===== config.mk =====
export PLATFORM = sky130hd
export DESIGN_NAME = fifo_wr_arbiter_flat
export DESIGN_NICKNAME = d
export VERILOG_FILES = /design/src/rtl/fifo_wr_arbiter_pkg.sv /design/src/rtl/fifo_wr_arbiter_if.sv /design/src/rtl/fifo_wr_arbiter_rr_pick.sv /design/src/rtl/fifo_wr_arbiter.sv /design/src/flat_wrapper.sv
export SDC_FILE = /design/constraint.sdc
export NUM_CORES = 1
export LEC_CHECK = 0
export CORE_MARGIN = 10
export CORE_UTILIZATION = 45
export CTS_BUF_LIST = sky130_fd_sc_hd__clkbuf_8
export DETAILED_ROUTE_END_ITERATION = 10
export PLACE_DENSITY = 0.95
export SLEW_MARGIN = 10
export SYNTH_ARGS = -nofsm -noshare
export SYNTH_HDL_FRONTEND = slang
export SYNTH_HIERARCHICAL = 1
export SYNTH_SLANG_ARGS = --single-unit

===== constraint.sdc =====
create_clock -name clk -period 3.85 [get_ports clk]
set_input_delay 0.77 -clock clk [delete_from_list [all_inputs] [get_ports clk]]
set_output_delay 0.77 -clock clk [all_outputs]
set_load 0.01 [all_outputs]

===== src/rtl/fifo_wr_arbiter_pkg.sv =====
// Shared types and helpers for the FIFO write-port arbiter.
// Holds the FSM state encoding, the default parameters and the one-hot decoder.
package fifo_wr_arbiter_pkg;

    typedef enum logic [1:0] {
        IDLE    = 2'd0,
        ISSUE   = 2'd1,
        WAIT    = 2'd2,
        BLOCKED = 2'd3
    } arb_state_e;

    localparam int FIFO_WIDTH_DEF = 16;
    localparam int N_REQ_DEF      = 4;
    localparam int CNT_W_DEF      = 8;
    localparam int MAX_REQ        = 16;

    // Sized for the largest legal N_REQ; callers truncate to their own width.
    function automatic logic [MAX_REQ-1:0] onehot(input logic [3:0] idx);
        onehot = 16'd1 << idx;
    endfunction

endpackage


===== src/rtl/fifo_wr_arbiter_if.sv =====
// Producer-side and FIFO-side signals of the write-port arbiter.
// The master modport is the arbiter; the slave modport is the producers plus FIFO.
interface fifo_wr_arbiter_if #(
    parameter int FIFO_WIDTH = 16,
    parameter int N_REQ      = 4,
    parameter int CNT_W      = 8
) ();

    logic [N_REQ-1:0]            req;
    logic [N_REQ*FIFO_WIDTH-1:0] req_data;
    logic [N_REQ-1:0]            grant;
    logic [N_REQ-1:0]            done;
    logic [FIFO_WIDTH-1:0]       data_in;
    logic                        wr_en;
    logic                        wr_ack;
    logic                        overflow;
    logic                        full;
    logic                        busy;
    logic [CNT_W-1:0]            retry_cnt;
    logic                        proto_err;

    modport master (
        input  req, req_data, wr_ack, overflow, full,
        output grant, done, data_in, wr_en, busy, retry_cnt, proto_err
    );

    modport slave (
        output req, req_data, wr_ack, overflow, full,
        input  grant, done, data_in, wr_en, busy, retry_cnt, proto_err
    );

endinterface


===== src/rtl/fifo_wr_arbiter_rr_pick.sv =====
// Combinational round-robin search: first set request strictly after i_rr_ptr,
// wrapping modulo N_REQ (also for non-power-of-2 N_REQ).
module fifo_wr_arbiter_rr_pick #(
    parameter int N_REQ = 4,
    parameter int PTR_W = $clog2(N_REQ)
) (
    input  logic [N_REQ-1:0] i_req,
    input  logic [PTR_W-1:0] i_rr_ptr,
    output logic             o_valid,
    output logic [PTR_W-1:0] o_idx
);

    // Walk the candidates farthest-first so the nearest requester overwrites last.
    always_comb begin
        int               w_pos;
        logic [PTR_W-1:0] w_cand;
        o_valid = 1'b0;
        o_idx   = '0;
        w_pos   = 0;
        w_cand  = '0;
        for (int i = N_REQ; i >= 1; i--) begin
            w_pos   = int'(i_rr_ptr) + i;
            w_pos   = (w_pos >= N_REQ) ? (w_pos - N_REQ) : w_pos;
            w_cand  = PTR_W'(w_pos);
            o_idx   = i_req[w_cand] ? w_cand : o_idx;
            o_valid = o_valid | i_req[w_cand];
        end
    end

endmodule


===== src/rtl/fifo_wr_arbiter.sv =====
// Round-robin arbiter sharing one FIFO write port among N_REQ producers,
// with overflow retry, saturating retry counter and sticky protocol-error flag.
module fifo_wr_arbiter
    import fifo_wr_arbiter_pkg::*;
#(
    parameter int FIFO_WIDTH = FIFO_WIDTH_DEF,
    parameter int N_REQ      = N_REQ_DEF,
    parameter int CNT_W      = CNT_W_DEF
) (
    input  logic              clk,
    input  logic              rst_n,
    fifo_wr_arbiter_if.master bus
);

    localparam int PTR_W = $clog2(N_REQ);

    arb_state_e            r_state;
    arb_state_e            w_state_nxt;
    logic [N_REQ-1:0]      r_grant;
    logic [N_REQ-1:0]      w_grant_nxt;
    logic [N_REQ-1:0]      r_done;
    logic [N_REQ-1:0]      w_done_nxt;
    logic [FIFO_WIDTH-1:0] r_data_in;
    logic [FIFO_WIDTH-1:0] w_data_nxt;
    logic                  r_wr_en;
    logic                  w_wr_en_nxt;
    logic                  r_busy;
    logic [PTR_W-1:0]      r_rr_ptr;
    logic [PTR_W-1:0]      w_rr_ptr_nxt;
    logic [PTR_W-1:0]      r_idx;
    logic [PTR_W-1:0]      w_idx_nxt;
    logic [CNT_W-1:0]      r_retry_cnt;
    logic [CNT_W-1:0]      w_retry_nxt;
    logic [CNT_W-1:0]      w_retry_inc;
    logic                  r_proto_err;
    logic                  w_proto_nxt;
    logic                  w_pick_valid;
    logic [PTR_W-1:0]      w_pick_idx;
    logic [FIFO_WIDTH-1:0] w_pick_data;

    fifo_wr_arbiter_rr_pick #(
        .N_REQ (N_REQ),
        .PTR_W (PTR_W)
    ) u_rr_pick (
        .i_req    (bus.req),
        .i_rr_ptr (r_rr_ptr),
        .o_valid  (w_pick_valid),
        .o_idx    (w_pick_idx)
    );

    assign w_pick_data = bus.req_data[int'(w_pick_idx)*FIFO_WIDTH +: FIFO_WIDTH];
    assign w_retry_inc = (&r_retry_cnt) ? r_retry_cnt : (r_retry_cnt + CNT_W'(1));

    // State register.
    always_ff @(posedge clk) begin
        if (!rst_n) begin
            r_state <= IDLE;
        end else begin
            r_state <= w_state_nxt;
        end
    end

    // Next-state and next-output decode.
    always_comb begin
        w_state_nxt  = r_state;
        w_grant_nxt  = r_grant;
        w_done_nxt   = '0;
        w_data_nxt   = r_data_in;
        w_wr_en_nxt  = 1'b0;
        w_rr_ptr_nxt = r_rr_ptr;
        w_idx_nxt    = r_idx;
        w_retry_nxt  = r_retry_cnt;
        w_proto_nxt  = r_proto_err;
        case (r_state)
            IDLE: begin
                if (w_pick_valid && !bus.full) begin
                    w_state_nxt = ISSUE;
                    w_grant_nxt = N_REQ'(onehot(4'(w_pick_idx)));
                    w_data_nxt  = w_pick_data;
                    w_idx_nxt   = w_pick_idx;
                    w_wr_en_nxt = 1'b1;
                end else begin
                    w_state_nxt = IDLE;
                end
            end
            ISSUE: begin
                w_state_nxt = WAIT;
            end
            WAIT: begin
                // A double response counts as accepted; a missing one as rejected.
                if (bus.wr_ack) begin
                    w_state_nxt  = IDLE;
                    w_done_nxt   = N_REQ'(onehot(4'(r_idx)));
                    w_rr_ptr_nxt = r_idx;
                    w_grant_nxt  = '0;
                    w_proto_nxt  = r_proto_err | bus.overflow;
                end else begin
                    w_state_nxt  = BLOCKED;
                    w_retry_nxt  = w_retry_inc;
                    w_proto_nxt  = r_proto_err | !bus.overflow;
                end
            end
            BLOCKED: begin
                if (!bus.full) begin
                    w_state_nxt = ISSUE;
                    w_wr_en_nxt = 1'b1;
                end else begin
                    w_state_nxt = BLOCKED;
                end
            end
            default: begin
                w_state_nxt = IDLE;
                w_grant_nxt = '0;
            end
        endcase
    end

    // Datapath and output registers.
    always_ff @(posedge clk) begin
        if (!rst_n) begin
            r_grant     <= '0;
            r_done      <= '0;
            r_data_in   <= '0;
            r_wr_en     <= 1'b0;
            r_busy      <= 1'b0;
            r_rr_ptr    <= PTR_W'(N_REQ - 1);
            r_idx       <= '0;
            r_retry_cnt <= '0;
            r_proto_err <= 1'b0;
        end else begin
            r_grant     <= w_grant_nxt;
            r_done      <= w_done_nxt;
            r_data_in   <= w_data_nxt;
            r_wr_en     <= w_wr_en_nxt;
            r_busy      <= (w_state_nxt != IDLE);
            r_rr_ptr    <= w_rr_ptr_nxt;
            r_idx       <= w_idx_nxt;
            r_retry_cnt <= w_retry_nxt;
            r_proto_err <= w_proto_nxt;
        end
    end

    assign bus.grant     = r_grant;
    assign bus.done      = r_done;
    assign bus.data_in   = r_data_in;
    assign bus.wr_en     = r_wr_en;
    assign bus.busy      = r_busy;
    assign bus.retry_cnt = r_retry_cnt;
    assign bus.proto_err = r_proto_err;

endmodule


===== src/flat_wrapper.sv =====
// flat-port wrapper written by rule: the top's interface ports become plain ports
module fifo_wr_arbiter_flat import fifo_wr_arbiter_pkg::*;
#(
    parameter int FIFO_WIDTH = FIFO_WIDTH_DEF,
    parameter int N_REQ      = N_REQ_DEF,
    parameter int CNT_W      = CNT_W_DEF
)
  (clk, rst_n, bus_req, bus_req_data, bus_wr_ack, bus_overflow, bus_full, bus_grant, bus_done, bus_data_in, bus_wr_en, bus_busy, bus_retry_cnt, bus_proto_err);
  fifo_wr_arbiter_if #(.FIFO_WIDTH(FIFO_WIDTH), .N_REQ(N_REQ), .CNT_W(CNT_W)) bus_i ();
  input  logic clk;
  input  logic rst_n;
  input wire logic [$bits(bus_i.req)-1:0] bus_req;
  input wire logic [$bits(bus_i.req_data)-1:0] bus_req_data;
  input wire logic [$bits(bus_i.wr_ack)-1:0] bus_wr_ack;
  input wire logic [$bits(bus_i.overflow)-1:0] bus_overflow;
  input wire logic [$bits(bus_i.full)-1:0] bus_full;
  output wire logic [$bits(bus_i.grant)-1:0] bus_grant;
  output wire logic [$bits(bus_i.done)-1:0] bus_done;
  output wire logic [$bits(bus_i.data_in)-1:0] bus_data_in;
  output wire logic [$bits(bus_i.wr_en)-1:0] bus_wr_en;
  output wire logic [$bits(bus_i.busy)-1:0] bus_busy;
  output wire logic [$bits(bus_i.retry_cnt)-1:0] bus_retry_cnt;
  output wire logic [$bits(bus_i.proto_err)-1:0] bus_proto_err;
  assign bus_i.req = bus_req;
  assign bus_i.req_data = bus_req_data;
  assign bus_i.wr_ack = bus_wr_ack;
  assign bus_i.overflow = bus_overflow;
  assign bus_i.full = bus_full;
  assign bus_grant = bus_i.grant;
  assign bus_done = bus_i.done;
  assign bus_data_in = bus_i.data_in;
  assign bus_wr_en = bus_i.wr_en;
  assign bus_busy = bus_i.busy;
  assign bus_retry_cnt = bus_i.retry_cnt;
  assign bus_proto_err = bus_i.proto_err;
  fifo_wr_arbiter #(.FIFO_WIDTH(FIFO_WIDTH), .N_REQ(N_REQ), .CNT_W(CNT_W)) u_core (.clk(clk), .rst_n(rst_n), .bus(bus_i));
endmodule

# Yosys cells after proc, flatten, opt, wreduce, memory -nomap -nowiden
# Cells that the tools add are included.
[classes]
n_shift = 3
n_reduce_logical = 12
add_sub_neg = 9
eq_ne = 5
n_lt_le_gt_ge = 8
mux = 27
bitwise = 7
[ops]
columns = ["cell", "count"]
rows = [
  ["variable part select 64 x 7 -> 16 bit", 1],
  ["2-to-1 mux 2 bit", 10],
  ["less-than comparator 2 x 3 -> 1 bit, second input constant", 4],
  [">= comparator 3 bit, second input constant", 3],
  ["AND reduction 3 bit", 3],
  ["adder 8 x 1 -> 8 bit, second input constant", 1],
  ["binary-select mux 1 bit (select 2 bit)", 4],
  ["2-to-1 mux 1 bit", 8],
  ["2-to-1 mux 4 bit", 2],
  ["case mux 2 bit (4 select lines)", 1],
  ["case mux 4 bit (2 select lines)", 1],
  ["AND reduction 8 bit", 1],
  ["left shift 1 x 2 -> 4 bit, first input constant", 2],
  ["subtractor 2 x 1 -> 2 bit, second input constant", 4],
  ["adder 2 x 2 -> 3 bit, second input constant", 2],
  ["OR 1 bit", 5],
  ["adder 2 x 3 -> 4 bit, second input constant", 1],
  ["== test 2 bit, second input constant", 2],
  [">= comparator 4 x 3 -> 1 bit, second input constant", 1],
  ["AND reduction 2 bit", 2],
  ["nonzero test 2 bit", 2],
  ["adder 2 x 1 -> 3 bit, second input constant", 1],
  ["== test 2 x 1 -> 1 bit, second input constant", 1],
  ["logical NOT 1 bit", 2],
  ["other kinds (6)", 7],
]
[totals]
input_bits = 73
output_inout_bits = 35
register_bits = 41

# Longest topological paths before layout
# Gate-level depths: netlist of run 1.
[logic_depth]
word_depth = 12
depth_mapped = 7

# By module
# The synthesis of run 1 kept the hierarchy.
[by_module_without_submodules]
columns = ["module", "cells_per_inst", "seq_area_each_um2", "instances", "area_each_um2"]
rows = [
  ["fifo_wr_arbiter", 205, 820.8, 1, 2057.0],
  ["fifo_wr_arbiter_rr_pick", 14, 0.0, 1, 91.3],
]

# Worst setup path before layout of run 1
# Ideal clock, no wire load.
[synth_path]
kind = "input -> register"
from = "in bus_req[2]"
to = "reg u_core.r_data_in[7] (netlist: u_core/bus.data_in[7])"
arrival_time_ps = 2122
path_stages = 7
setup_slack_ps = 1606
setup_time_ps = 122
n_path_buf = 1
required_time_ps = 3728
path_cell_list = "and2b_1 a21oi_2 o221ai_2 buf_2 mux4_2 nand2_1 a21boi_0"
[synth_via]
elab_chain_len = 7
[synth_lines]
columns = ["element", "line_no", "source"]
rows = [
  ["from (decl)", "flat_wrapper.sv:12", "input wire logic [$bits(bus_i.req)-1:0] bus_req;"],
  ["binary-select mux 1 bit (select 2 bit)", "fifo_wr_arbiter_rr_pick.sv:25", "o_idx = i_req[w_cand] ? w_cand : o_idx;"],
  ["2-to-1 mux 1 bit (not written as such)", "fifo_wr_arbiter_rr_pick.sv:25", ""],
  ["2-to-1 mux 2 bit (3 in series)", "fifo_wr_arbiter_rr_pick.sv:25", ""],
  ["2-to-1 mux 2 bit (*)", "fifo_wr_arbiter_rr_pick.sv:25", ""],
  ["net u_core.w_pick_idx[0]", "fifo_wr_arbiter.sv:38", "logic [PTR_W-1:0] w_pick_idx;"],
  ["variable part select 64 x 7 -> 16 bit (*)", "fifo_wr_arbiter.sv:51", "assign w_pick_data = bus.req_data[int'(w_pick_idx)*FIFO_WIDTH +: FIFO_WIDTH];"],
  ["to (signal assigned)", "fifo_wr_arbiter.sv:133", "r_data_in <= w_data_nxt;"],
  ["to (decl)", "fifo_wr_arbiter.sv:23", "logic [FIFO_WIDTH-1:0] r_data_in;"],
]
# Mark *: on every way through the listed nets, which the timed path passes. The rest lies on a longest branch. The select of a mux whose other input is x is not followed.
# A chain may end at the register's enable or synchronous reset.

# Worst setup path after layout of run 1
[layout_path]
from = "in bus_req[3]"
to = "reg u_core.r_grant[0] (netlist: u_core/bus.grant[0])"
[layout_lines]
columns = ["element", "line_no", "source"]
rows = [
  ["binary-select mux 1 bit (select 2 bit)", "fifo_wr_arbiter_rr_pick.sv:26", "o_valid = o_valid | i_req[w_cand];"],
  ["2-to-1 mux 1 bit (not written as such)", "fifo_wr_arbiter_rr_pick.sv:26", ""],
  ["OR 1 bit (2 in series)", "fifo_wr_arbiter_rr_pick.sv:26", ""],
  ["OR 1 bit (*)", "fifo_wr_arbiter_rr_pick.sv:26", ""],
  ["net u_core.w_pick_valid", "fifo_wr_arbiter.sv:37", "logic w_pick_valid;"],
  ["logical AND 1 bit (*)", "fifo_wr_arbiter.sv:76", "if (w_pick_valid && !bus.full) begin"],
  ["inequality test 2 x 1 -> 1 bit (no line) (*)", "n/a", ""],
  ["AND reduction 3 bit (no line) (*)", "n/a", ""],
  ["to (signal assigned)", "fifo_wr_arbiter.sv:131", "r_grant <= w_grant_nxt;"],
  ["to (decl)", "fifo_wr_arbiter.sv:19", "logic [N_REQ-1:0] r_grant;"],
]
# Marks and branches as above.

==> results by group, run 1 <==
Drt
  • ANT nets after route: 0
  • Avg Vias per Cell: between 5 and 6
  • Initial DRC count: a little under 90
  • Via count: around 2000
  • First drt pass iteration count: 4
  • Number of remaining DRC errors: 0
  • Final WL: around 6.5 mm
  • Post-DR wirelength/cell: between 15 and 20 um

STA
  • Slew HR: 46.79%
  • Worst hold slack: around 460 ps
  • Hold Fails Final Rpt: 0
  • Post-route setup slack: around 1300 ps
  • Final period util: 67.33%
  • Setup Viol. Count Final: 0
  • Max-slew violation count: 0
  • RSZ-0062 raised after global routing: false
  • Max Freq: 385.8 MHz
  • TNS Setup: 0 ps
  • Fin crit period: between 2000 and 3000 ps
  • Final Skew: 9.458 ps
  • Worst-margin pin slew: 795.8 ps

Yosys
  • Cells after Synth: 219
  • Syn avg cell area: roughly 9.8 sq um
  • Cell taking the most area after synthesis: dfxtp_1
  • Async SR Flop Fraction: 0%
  • #FFs+latches synth: 41
  • Synth unique cells: 43
  • Synth warnings: 6
  • Top cells by area, synth: dfxtp_1 (38%), mux4_2 (17%), nand2_1 (7.5%), a21boi_0 (4.2%), ha_1 (2.9%)
  • Part of the Yosys area used for sequential elements: 38.21%
  • Syn Nets: between 200 and 300
  • Post-Syn Area: 2148 sq um
  • Synth Flop Type: dfxtp_1
  • Post-synth EDFFs: 0
  • Share of the synthesized area in the top cell type: a little under two fifths

Setup path
  • CP max-delay cell: and3b_1
  • CP startpoint kind: input port
  • Crit path required time: 4030 ps
  • CP Cell Sequence: clkdlybuf4s50_1 -> nor2_1 -> nand2_1 -> and3b_1 -> o21ai_1 -> a22oi_1 -> nor2b_1
  • WP data arrival: 2780 ps
  • CP Class: in -> reg
  • Top delay family on crit path: simple AND/OR/NAND/NOR gates
  • CP bufs+invs: 1
  • CP max stage delay: 700 ps
  • CP endpoint kind: flop
  • Crit-path max FO: 21

Power and ir drop
  • Leakage dissipation: 1.237 nW
  • Pwr Total: ~0.0011 W
  • Peak supply drop: roughly 0.18 mV
  • Power density over cell area: about 330 nW/um^2

Layout
  • Number of inserted diodes: 0
  • Share of layout cells above drive strength 1: 10.19%
  • Reg area: slightly above 800 sq um
  • Area growth syn-to-layout: 56.90%
  • Multi-input gate area in the final layout: between 1000 and 1500 sq um
  • FILL cells: between 300 and 400
  • Nets: roughly 400

Job
  • # Max-Cap Violations: 0

Clock network
  • Postcts setup bufs: 0
  • Htree depth: 2
  • Worst-Skew Late Latency: ~290 ps
  • PostCTS Resize Cnt: 0
  • CTS Sinks: 41
  • CTS Hold Bufs: 0
  • CTS tree: done
  • Num CTS Buffers: 5
  • Clk root buf: clkbuf_8
  • Clock Path Buffers: 2
  • Clk slew on worst S/H paths: 80 ps

Die
  • Die width: about 90 um
  • Core Rows: 25
  • CORE AREA: ~4700 sq um
  • Starting density of the core: 46.09%
  • Die Height: ~89 um
  • Die Footprint: around 7900 sq um
  • I/O pins: 108

Global route
  • GR Util All Layers: between 15 and 20%
  • Vias in the first global route: around 2200
  • First-pass GRT wire length: 10.36 mm
  • Initial antenna violation count: 0
  • Grt ovf: 0
  • Pin count of the biggest net entering global routing: 27

Min path
  • HP Class: reg -> reg

Outcome
  • Status: finished clean

Placed design
  • Dpl hpwl: 5.314 mm
  • Port Buf Inserts: 107
  • Pre-CTS WS: roughly 970 ps
  • Gp weighted congestion: around 0.79
## synth_stat cells (2+ instances only)
library cell / n
nor3_1: 2
a21boi_0: 12
nor3b_1: 3
buf_2: 5
dfxtp_1: 41
nand2b_1: 4
and2_1: 4
a21boi_1: 8
ha_1: 5
a31oi_1: 2
mux4_2: 16
mux2i_1: 2
nor2_1: 8
xnor2_1: 4
nand2_1: 43
nor2b_1: 7
inv_1: 4
a22oi_1: 2
a21oi_1: 6
nand3_1: 9
clkbuf_1: 8
o211ai_1: 2
a32oi_1: 2
## metal layers
metal  vias up  track usage, %  share of wire (%)
met5         -               0                  0
met4         0           5.925                1.1
met3         4           8.295                9.8
met2        84           30.63                 53
met1       952           16.26                 36
li1        986               -                  -
## area by class of cell
cell class	count	area share [%]
Clock buffer	6	2.450
Clock inverter	2	1.002
Inverter	4	0.4454
Multi-Input combinational cell	160	37.08
Sequential cell	41	24.35
Tap cell	54	2.004
Timing Repair Buffer	111	32.67
## worst register-to-register path, delay by kind of cell (launching register included)
kind | cells | cell delay [ps]
compound gates | 2 | 510
simple gates | 2 | 780
fa+ha+maj | 1 | 240
buf+inv | 1 | 90
flops | 1 | 340
## placed cells by master (no fill, tap or decap), types with 3 or more instances in the layout
| master | netlist | final |
|---|---|---|
| and2_1 | 4 | 4 |
| inv_1 | 4 | 5 |
| a21boi_0 | 12 | 12 |
| nand2b_1 | 4 | 4 |
| nor3b_1 | 3 | 3 |
| clkbuf_8 | 0 | 6 |
| nor2b_1 | 7 | 7 |
| dfxtp_1 | 41 | 41 |
| nand2_1 | 43 | 43 |
| ha_1 | 5 | 5 |
| mux4_2 | 16 | 16 |
| nand3_1 | 9 | 9 |
| nor2_1 | 8 | 8 |
| a21boi_1 | 8 | 8 |
| xnor2_1 | 4 | 4 |
| a21oi_1 | 6 | 5 |
| clkdlybuf4s50_1 | 0 | 107 |
| buf_4 | 0 | 4 |
## stage by stage
stage,utilization [%],cells,area [sq um]
6_report,72.32,378,3371
5_1_grt,72.32,378,3371
4_1_cts,72.32,378,3371
3_5_place_dp,69.83,370,3254
3_3_place_gp,69.83,370,3254
2_1_floorplan,-,219,2148
## final timing paths
| path | start | to | slack, ps | cells after the start |
|---|---|---|---|---|
| max | bus_req[3] | u_core/bus.grant[0] | 1260 | 7 |
| min | u_core/bus.data_in[12] | u_core/bus.data_in[12] | 460 | 2 |
| max reg2reg | u_core/r_state[0] | u_core/bus.grant[0] | 1780 | 6 |
| min reg2reg | u_core/bus.data_in[12] | u_core/bus.data_in[12] | 460 | 2 |
## registers in the layout (all words and copies together), names as in the netlist, 2 cells and up
name and cells:
u_core/bus.data_in 16, u_core/bus.done 4, u_core/bus.grant 4, u_core/bus.retry_cnt 8, u_core/r_idx 2, u_core/r_rr_ptr 2, u_core/r_state 2
## power breakdown
part,total [W],internal [W],switching (W)
sequential,0.000468,0.000450,0.0000173
clock,0.000351,0.000209,0.000142
combinational,0.000292,0.000176,0.000116
total,0.00111,0.000835,0.000276
## logic make-up (layout without fill, tap and decap cells)
family / Yosys count / count (layout) / synth area share, %
adders and majority gates: 5 / 5 / 2.912
DFF: 41 / 41 / 38.21
xor gates and xnor gates: 4 / 4 / 1.631
and+or+nand+nor: 90 / 90 / 21.02
muxes: 18 / 18 / 17.71
AOI/OAI and AO/OA: 43 / 43 / 14.73
buffers and inverters: 18 / 123 / 3.785
No activity file was read; power rests on OpenSTA's default activity.
==> run 2: changes to the inputs <==
--- a/config.mk
+++ b/config.mk
@@ -6,10 +6,10 @@
 export NUM_CORES = 1
 export LEC_CHECK = 0
 export CORE_MARGIN = 10
-export CORE_UTILIZATION = 45
+export CORE_UTILIZATION = 37
 export CTS_BUF_LIST = sky130_fd_sc_hd__clkbuf_8
 export DETAILED_ROUTE_END_ITERATION = 10
-export PLACE_DENSITY = 0.95
+export PLACE_DENSITY = 0.87
 export SLEW_MARGIN = 10
 export SYNTH_ARGS = -nofsm -noshare
 export SYNTH_HDL_FRONTEND = slang
==> constraint.sdc (replaced) <==
create_clock -name clk -period 2.3 [get_ports clk]
set_input_delay 0.46 -clock clk [delete_from_list [all_inputs] [get_ports clk]]
set_output_delay 0.46 -clock clk [all_outputs]
set_load 0.01 [all_outputs]
==> run 2 against run 1 <==
  * Largest cell class unchanged
  * Final cell count up 6.9%
  * Flip-flop and latch count unchanged
  * Utilization down 9.4 points
  * Critical path depth up 1
  * Cell area up 4.0%
  * Critical endpoint is now u_core/bus.data_in[7]
  * Global-route usage down 2.3 points
  * Via count up 3.9%
  * Die area up 17%
  * Clock skew up 1.6 ps
  * Power up 78%
  * Sequential share of layout area down 0.95 points
  * Largest power group unchanged
  * Non-clock buffer count up 8
  * Highest routed layer unchanged
==> results by group, run 2 (synthesis gave the netlist of run 1 again) <==
Layout
  • Non-Filler Instances: 404 (was 378)
  • Share of layout cells above drive strength 1: 12.65% (was 10.19%)
  • Final Util: 62.92% (was 72.32%)
  • Leading cell type in the layout, fill and taps excluded: clkdlybuf4s50_1 (unchanged)
  • Commonest non-fill, non-tap cells in the layout: clkdlybuf4s50_1 (107), nand2_1 (43), dfxtp_1 (41) (unchanged)
  • Nets: 409 (was 401)
  • Area growth syn-to-layout: 63.25% (was 56.90%)
  • Number of inserted diodes: 0 (unchanged)
  • Max FFs per register: 16 (unchanged)

Global route
  • GR Util All Layers: 14.64% (was 16.93%)
  • Grt ovf: 0 (unchanged)
  • First-pass GRT wire length: 10.71 mm (was 10.36 mm)
  • Vias in the first global route: 2271 (was 2165)
  • Initial antenna violation count: 0 (unchanged)
  • Pin count of the biggest net entering global routing: 19 (was 27)

Power and ir drop
  • P_int: 0.001504 W (was 0.0008353 W)
  • Comb pwr share: 25.9% (was 26.3%)
  • Leakage dissipation: 1.290 nW (was 1.237 nW)
  • Net Sw Frac: 24.10% (was 24.81%)
  • Register share of total power: 39.5% (was 42.1%)
  • Sw power: 0.0004778 W (was 0.0002757 W)
  • Power density over cell area: 565.2 nW/um^2 (was 329.6 nW/um^2)
  • Peak supply drop: 0.3602 mV (was 0.1842 mV)
  • Clock power frac: 34.6% (was 31.6%)

Setup path
  • Crit-path max FO: 13 (was 21)
  • Setup crit end: u_core/bus.data_in[7] (was u_core/bus.grant[0])
  • RR Startpoint: u_core/r_state[1] (was u_core/r_state[0])
  • Critical R2R Capture: u_core/bus.retry_cnt[7] (was u_core/bus.grant[0])
  • CP Class: in -> reg (unchanged)
  • WP data arrival: 2300 ps (was 2780 ps)
  • Crit path launch: bus_req[3] (unchanged)
  • CP Cell Sequence: clkdlybuf4s50_1 -> and2b_1 -> a21oi_2 -> o221ai_4 -> buf_12 -> mux4_2 -> nand2_1 -> a21boi_0 (was clkdlybuf4s50_1 -> nor2_1 -> nand2_1 -> and3b_1 -> o21ai_1 -> a22oi_1 -> nor2b_1)
  • CP startpoint kind: input port (unchanged)
  • CP max stage delay: 530 ps (was 700 ps)
  • CP endpoint kind: flop (unchanged)
  • FF-to-FF setup slack: 290 ps (was 1780 ps)
  • CP max-delay cell: clkdlybuf4s50_1 (was and3b_1)
  • Cells on worst reg2reg path: 5 (was 6)
  • Crit path required time: 2480 ps (was 4030 ps)

Die
  • Die Footprint: 9254 sq um (was 7938 sq um)
  • Die Height: 96.20 um (was 89.10 um)
  • I/O pins: 108 (unchanged)
  • CORE AREA: 5574 sq um (was 4661 sq um)
  • Starting density of the core: 38.54% (was 46.09%)
  • Core Rows: 27 (was 25)
  • Die width: 96.20 um (was 89.10 um)

Drt
  • First drt pass iteration count: 4 (unchanged)
  • Via count: 2106 (was 2026)
  • Post-DR wirelength/cell: 16.24 um (was 17.32 um)
  • ANT nets after route: 0 (unchanged)
  • Initial DRC count: 104 (was 89)
  • Number of remaining DRC errors: 0 (unchanged)
  • Final WL: 6.562 mm (was 6.546 mm)
  • Avg Vias per Cell: 5.213 (was 5.360)

Clock network
  • Num CTS Buffers: 5 (unchanged)
  • Worst-Skew Late Latency: 290 ps (about the same)
  • CTS tree: done (unchanged)
  • Clock Path Buffers: 2 (unchanged)
  • Clk slew on worst S/H paths: 80 ps (about the same)
  • Htree depth: 2 (unchanged)
  • CTS Sinks: 41 (unchanged)
  • CTS Hold Bufs: 0 (unchanged)
  • Postcts setup bufs: 0 (unchanged)
  • PostCTS Resize Cnt: 0 (unchanged)
  • Clk root buf: clkbuf_8 (unchanged)

STA
  • Max Freq: roughly 470 MHz
  • Final Skew: 11.03 ps (was 9.458 ps)
  • RSZ-0062 raised after global routing: false (unchanged)
  • Hold Fails Final Rpt: 0 (unchanged)
  • Setup Viol. Count Final: 0 (unchanged)
  • Max-slew violation count: 0 (unchanged)
  • Slew HR: 64.25% (was 46.79%)
  • Final period util: just over 90%
  • Fin crit period: roughly 2100 ps
  • Worst-margin pin slew: 534.6 ps (was 795.8 ps)

Outcome
  • Status: finished clean (unchanged)

Placed design
  • Placed Instances: 396 (was 370)
  • Dpl hpwl: 5.438 mm (was 5.314 mm)
  • Port Buf Inserts: 107 (unchanged)
  • Gp weighted congestion: 0.7641 (was 0.7892)

Min path
  • HP Class: reg -> reg (unchanged)

Job
  • # Max-Cap Violations: 0 (unchanged)
-- run 2: changes by cell type in the layout (fill, tap and decap cells not counted) --
cell	before	now
buf_12	0	2
buf_4	4	10
bufinv_16	1	2
clkbuf_8	6	5
clkinv_2	0	1
inv_1	5	4
o221ai_2	1	0
o221ai_4	0	1
-- run 2: area by class of cell --
type / count / area, sq um
Clock buffer: 5 / 68.82
Sequential cell: 41 / 820.8
Fill cell: 468 / 2067
Inverter: 4 / 15.01
Timing Repair Buffer: 119 / 1186
Clock inverter: 3 / 65.06
Tap cell: 72 / 90.09
Multi-Input combinational cell: 160 / 1261
-- run 2: power by group through the flow --
stage / registers [W] / clock network (W) / logic [W]
floorplan: 0.000813 / 0 / 0.000226
global route: 0.000789 / 0.000726 / 0.000561
finish: 0.000783 / 0.000685 / 0.000514
CTS: 0.000784 / 0.000694 / 0.000521
detailed placement: 0.000800 / 0 / 0.000520
global placement: 0.000798 / 0 / 0.000505
-- run 2: critical path, delay by kind of cell --
| family | cells | cell delay, ps |
|---|---|---|
| buffers and inverters | 2 | 730 |
| multiplexers | 1 | 510 |
| AO/OA/AOI/OAI | 3 | 340 |
| AND/OR/NAND/NOR | 2 | 260 |
-- run 2: per-layer routing --
layer | part of all wire (%) | routed length, um | vias to the layer above | GRT usage (%)
met5 | 0 | 0 | - | 0
met1 | 37 | 2459 | 1003 | 14.95
met3 | 12 | 758 | 8 | 7.860
li1 | - | - | 1004 | -
met4 | 1.3 | 85 | 0 | 3.563
met2 | 50 | 3259 | 91 | 25.67
-- run 2: worst min-delay path by stage --
stage,start,to,slack [ps],cells after the start
2_1_floorplan,u_core/r_idx[0],u_core/bus.done[3],460,2
3_3_place_gp,u_core/bus.data_in[14],u_core/bus.data_in[14],440,2
3_5_place_dp,u_core/bus.data_in[15],u_core/bus.data_in[15],450,2
4_1_cts,u_core/bus.data_in[11],u_core/bus.data_in[11],460,2
5_1_grt,u_core/bus.data_in[15],u_core/bus.data_in[15],490,2
6_report,u_core/bus.data_in[11],u_core/bus.data_in[11],450,2
-- run 2: stage by stage --
step / hold slack (ps) / cell area [sq um] / total power, W / setup slack [ps] / TNS, ps
6_report: 453.0 / 3507 / 0.001982 / 177.4 / 0
5_1_grt: 486.6 / 3507 / 0.002077 / 69.22 / 0
4_1_cts: 458.6 / 3507 / 0.001999 / 166.4 / 0
3_5_place_dp: 449.5 / 3373 / 0.001320 / -127.8 / -1538
3_3_place_gp: 440.8 / 3373 / 0.001303 / -56.94 / -693.0
2_1_floorplan: 456.6 / 2148 / 0.001038 / 366.0 / 0
